**src/rtl/cfi_log_sched.sv**
```systemverilog
// cfi_log_sched: buffers CFI log entries from the commit ports and hands them
// to a single CFI backend through a pop handshake. Non-CFI entries are dropped,
// commit is stalled when space runs low, and a backend fault flushes the queue
// and is held on fault_o until commit acknowledges it.
// Optional feature: define CFI_SCHED_STATS_EN to add the hwm_o high-water mark.

package cfi_log_sched_pkg;

  typedef struct packed {
    logic [31:0] pc;
    logic [31:0] target;
    logic [3:0]  flags;
  } cfi_log_t;

  typedef struct packed {
    logic [31:0] cause;
    logic [31:0] tval;
    logic        valid;
  } exception_t;

endpackage

module cfi_log_sched
  import cfi_log_sched_pkg::*;
#(
  parameter int NR_COMMIT_PORTS = 2,
  parameter int DEPTH           = 8
) (
  input  logic                             clk_i,
  input  logic                             rst_ni,
  input  cfi_log_t [NR_COMMIT_PORTS-1:0]   log_i,
  input  logic     [NR_COMMIT_PORTS-1:0]   log_valid_i,
  output logic                             stall_o,
  output cfi_log_t                         log_o,
  output logic                             queue_empty_o,
  input  logic                             queue_pop_i,
  input  exception_t                       bknd_fault_i,
  output exception_t                       fault_o,
  input  logic                             fault_ack_i
`ifdef CFI_SCHED_STATS_EN
  ,
  output logic [$clog2(DEPTH+1)-1:0]       hwm_o
`else
`endif
);

  localparam int CW = $clog2(DEPTH + 1);
  localparam int PW = $clog2(DEPTH);

  localparam logic [0:0] RUN   = 1'b0;
  localparam logic [0:0] FAULT = 1'b1;

  logic [0:0]    state_q, state_d;
  logic [CW-1:0] count_q, count_d;
  logic [PW-1:0] wptr_q, wptr_d;
  logic [PW-1:0] rptr_q, rptr_d;
  exception_t    fault_q, fault_d;
  cfi_log_t      mem_q [DEPTH];

  logic [NR_COMMIT_PORTS-1:0] elig;
  logic [PW-1:0]              slot [NR_COMMIT_PORTS];
  logic [CW-1:0]              push_cnt;
  logic                       pop_ok;
  logic                       fault_take;

  // Outputs depend on registered state only; stall ignores a same-cycle pop.
  assign stall_o       = (count_q > CW'(DEPTH - NR_COMMIT_PORTS)) || (state_q != RUN);
  assign queue_empty_o = (count_q == '0) || (state_q != RUN);
  assign log_o         = mem_q[rptr_q];
  assign fault_o       = fault_q;

  // Compact eligible ports into consecutive slots, oldest port first.
  always_comb begin
    push_cnt = '0;
    for (int k = 0; k < NR_COMMIT_PORTS; k++) begin
      elig[k] = log_valid_i[k] && (log_i[k].flags != 4'b0000) && !stall_o;
      slot[k] = wptr_q + PW'(push_cnt);
      if (elig[k]) begin
        push_cnt = push_cnt + CW'(1);
      end
    end
  end

  assign pop_ok     = queue_pop_i && (state_q == RUN) && (count_q != '0);
  assign fault_take = (state_q == RUN) && bknd_fault_i.valid;

  // Next-state for the FSM, occupancy, pointers and the latched fault.
  always_comb begin
    state_d = state_q;
    fault_d = fault_q;
    count_d = count_q + push_cnt - CW'(pop_ok);
    wptr_d  = wptr_q + PW'(push_cnt);
    rptr_d  = rptr_q + PW'(pop_ok);
    case (state_q)
      RUN: begin
        if (bknd_fault_i.valid) begin
          // Flush: this cycle's pushes and pop are dropped together.
          state_d = FAULT;
          fault_d = bknd_fault_i;
          count_d = '0;
          wptr_d  = '0;
          rptr_d  = '0;
        end
      end
      default: begin
        if (fault_ack_i) begin
          state_d = RUN;
          fault_d = '0;
        end
      end
    endcase
  end

  // Control and fault registers.
  always_ff @(posedge clk_i or negedge rst_ni) begin
    if (!rst_ni) begin
      state_q <= RUN;
      count_q <= '0;
      wptr_q  <= '0;
      rptr_q  <= '0;
      fault_q <= '0;
    end else begin
      state_q <= state_d;
      count_q <= count_d;
      wptr_q  <= wptr_d;
      rptr_q  <= rptr_d;
      fault_q <= fault_d;
    end
  end

  // Queue storage; cleared on reset so log_o reads zero when idle.
  always_ff @(posedge clk_i or negedge rst_ni) begin
    if (!rst_ni) begin
      for (int i = 0; i < DEPTH; i++) begin
        mem_q[i] <= '0;
      end
    end else if (!fault_take) begin
      for (int k = 0; k < NR_COMMIT_PORTS; k++) begin
        if (elig[k]) begin
          mem_q[slot[k]] <= log_i[k];
        end
      end
    end
  end

`ifdef CFI_SCHED_STATS_EN
  logic [CW-1:0] hwm_q, hwm_d;

  assign hwm_d = (count_q > hwm_q) ? count_q : hwm_q;
  assign hwm_o = hwm_q;

  // High-water mark of occupancy; survives faults, cleared only by reset.
  always_ff @(posedge clk_i or negedge rst_ni) begin
    if (!rst_ni) begin
      hwm_q <= '0;
    end else begin
      hwm_q <= hwm_d;
    end
  end
`else
  // Statistics disabled: no high-water mark logic.
`endif

endmodule

```
**config.mk**
```make
export PLATFORM = sky130hd
export DESIGN_NAME = cfi_log_sched
export DESIGN_NICKNAME = d
export VERILOG_FILES = /design/src/rtl/cfi_log_sched.sv
export SDC_FILE = /design/constraint.sdc
export NUM_CORES = 2
export LEC_CHECK = 0
export ABC_AREA = 1
export CAP_MARGIN = 20
export CORE_MARGIN = 5
export CORE_UTILIZATION = 45
export DETAILED_ROUTE_END_ITERATION = 8
export GPL_ROUTABILITY_DRIVEN = 1
export PLACE_DENSITY_LB_ADDON = 0.3
export SETUP_SLACK_MARGIN = 0.15
export SLEW_MARGIN = 20
export SYNTH_ARGS = -nofsm -noshare
export SYNTH_HDL_FRONTEND = slang
export SYNTH_SLANG_ARGS = --single-unit
```
**constraint.sdc**
```tcl
create_clock -name clk_i -period 9.2 [get_ports clk_i]
set_input_delay 1.38 -clock clk_i [delete_from_list [all_inputs] [get_ports clk_i]]
set_output_delay 1.38 -clock clk_i [all_outputs]
set_load 0.1 [all_outputs]
```
==> impl_metrics.ini <==
[run_status]
run_status = finished clean

[clock_tree]
clkLatencyLatePin_ps = 640
post_cts_setup_buffer_count = 0
cts.htree.levels = 3
ctsLongestPathBuffers = 3
worst_setup_hold_path_clk_slew_ps = 60
cts_tree = built
clkSinkCount = 620
tritoncts.num_buffers = 74
postCtsHoldBufs = 0
cts_repair_resize_count = 0
cts-root-buf = clkbuf_16

[setup_path]
cp-startpoint = rptr_q[1]
crit-reg2reg-launch = count_q[3]
crit_fanout = 71
crit_end_element = output pin
timing.setup.critical_path_class = flop to output pin
timing.critical_path.from_type = flop
crit_arrival_ps = 5020
worstPathRequired_ps = 7820

[yosys]
area_share_of_the_largest_cell_type_after_synthesis_pct = 34.2
synth.lib_cells_used.distinct = 27
ys_top_cells_by_area = dfrtp_1 (34%), nand2_1 (26%), nand3_1 (18%)
synthesis.area_um2 = 45400
syn_area_per_cell_um2 = 5.94
post-synth-top-area-cell = dfrtp_1
postSynthRegisterBits = 620
yosys_warnings = 0
synth_nets = 7864
synth_sequential_area_ratio_pct = 34.2
post_synth_inst_count = 7642

[global_route]
grt_util_all_layers_pct = 32.8
global_route.overflow_total = 0
global_route_wire_length_before_repair_mm = 283
number_of_antenna_violations_at_the_first_check_in_global_routing = 7
largest_net_degree_at_the_start_of_global_routing = 207
first_global_vias = 47919

[timing]
report.final.setup_viol = 0
timing.clock.skew_ps = 24.3
slew_headroom_pct = 14.9
fmaxAchievable_mhz = 156
final.period_utilization_pct = 69.6
rsz0062_at_grt = no
final-hold-violation-count = 0
hold-worst-slack_ps = 491
least_margin_pin_slew_ps = 1280
final.min_clock_period_ps = 6400
fin_setup_tns_ps = 0
drv_slew = 0

[floorplanning]
initial_standard_cell_utilization_of_the_core_pct = 45.3
pin_count = 342
die_y_um = 328
die-area_um2 = 107000
fp.dieW_um = 328
floorplan_row_count = 116
core_area_um2 = 100000

[pwr]
report.power.total_mw = 18.0
clockPowerShare_pct = 17.2
internal_power_mw = 8.10
power.density_nw_per_um2 = 354
power.combinational.fraction_pct = 57.4
max-vdd-ir-drop_mv = 0.361
leakagePower_nw = 28.0
power.share.sequential_pct = 25.4
switchingPower_mw = 9.92
p_sw_share_pct = 55.1

[routing]
detailroute.via_count = 51535
remaining_drc_errors = 0
drt_pass1_iterations = 9
final_wirelength_mm = 183
detail_route.iter0.violations = 7178
routedWlPerCell_um = 20.8
vias_per_cell = 5.84
antenna_left = 0

[cells_and_area]
layout_common_cells = nand2_1 (3083), nand3_1 (1637), inv_1 (641)
layout-area-overhead-vs-synth_pct = 12.2
layout.nets = 7691
layout-drive-gt1-share_pct = 3.12
register_area_um2 = 15500
multi_input_comb_area_um2 = 24600
filler_cell_count = 10071
layout_commonest_cell = nand2_1

[placed_design]
post-dp-hpwl_mm = 95.9
routabilityCongestion = 0.833
place.port_buffers = 341

[worst_hold_path]
hold_class = flop to flop
min-delay-start = fault_o[0]

[run]
drv.max_cap_violation_count = 0
-- worst max-delay path, stage by stage (launching register included) --
cell and delay (ps):
dfrtp_4 680, inv_6 640, buf_4 700, o21ai_0 230, o22ai_1 210, nor2_1 80, a31oi_1 450, clkdlybuf4s50_1 1240
-- cell families (layout without fill, tap and decap cells) --
kind of cell	after synthesis	count (layout)	synth area share, %
XOR/XNOR	2	2	0.0386
buffers and inverters	1317	1197	11.9
other	0	4	0
flip-flops	620	620	34.2
AO/OA/AOI/OAI	444	444	5.29
AND/OR/NAND/NOR	5244	5244	48.2
adder cells (fa/ha/maj)	15	15	0.447
-- final cells by class --
class	count	area share [%]
clock inverter	18	0.496
sequential	620	30.5
tap	1298	3.19
inverter	656	4.89
antenna	4	0.0197
timing repair buffer	412	8.16
multi-input combinational	5705	48.4
clock buffer	111	4.35
-- worst paths after layout --
kind	end	slack, ps	cells after the start
worst max-delay path	log_o[49]	2800	7
worst min-delay path	fault_o[0]	490	1
worst max register to register	mem_q[332]	4120	14
worst min register to register	fault_o[0]	490	1
max in group asynchronous	mem_q[514]	6540	3
min in group asynchronous	fault_o[14]	640	1
-- sequential cells by signal, indices dropped and copies added (netlist names) --
| name | flops |
|---|---|
| state_q | 1 |
| count_q | 4 |
| fault_o | 65 |
| wptr_q | 3 |
| rptr_q | 3 |
| mem_q | 544 |
-- synthesized netlist by cell type, drive strengths merged --
cell and count:
o22ai 68, buf 368, xor2 2, dfrtp 620, o21a 1, o21ai 303
inv 655, nand2 3094, a21oi 4, a31oi 68, clkinv 1, nor2 502
nand3 1648, ha 13, clkbuf 293, fa 2
-- power by group through the flow --
stage	registers (mW)	clock network (mW)	logic, mW
2_1_floorplan	4.66	0	7.19
3_3_place_gp	4.54	0	10.0
3_5_place_dp	4.57	0	10.2
4_1_cts	4.54	3.13	10.2
5_1_grt	4.69	3.23	11.1
6_report	4.57	3.10	10.3
-- layer usage --
layer	global-route usage [%]	up-vias	wire length, um
met3	7.13	678	22000
li1	-	23669	-
met1	43.8	23814	70800
met4	15.9	6	9260
met5	0	-	36
met2	50.7	3368	81200
-- through the flow --
step	utilization, %	area [um^2]	setup WS [ps]	std cells
after global routing	50.8	50900	2740	8824
final	50.8	50900	2800	8824
after floorplan	-	45400	4850	7642
after detailed placement	48.3	48400	2870	8689
after global placement	48.2	48300	2950	8687
after CTS	50.8	50800	2950	8818
(Power assumes the default switching activity.)
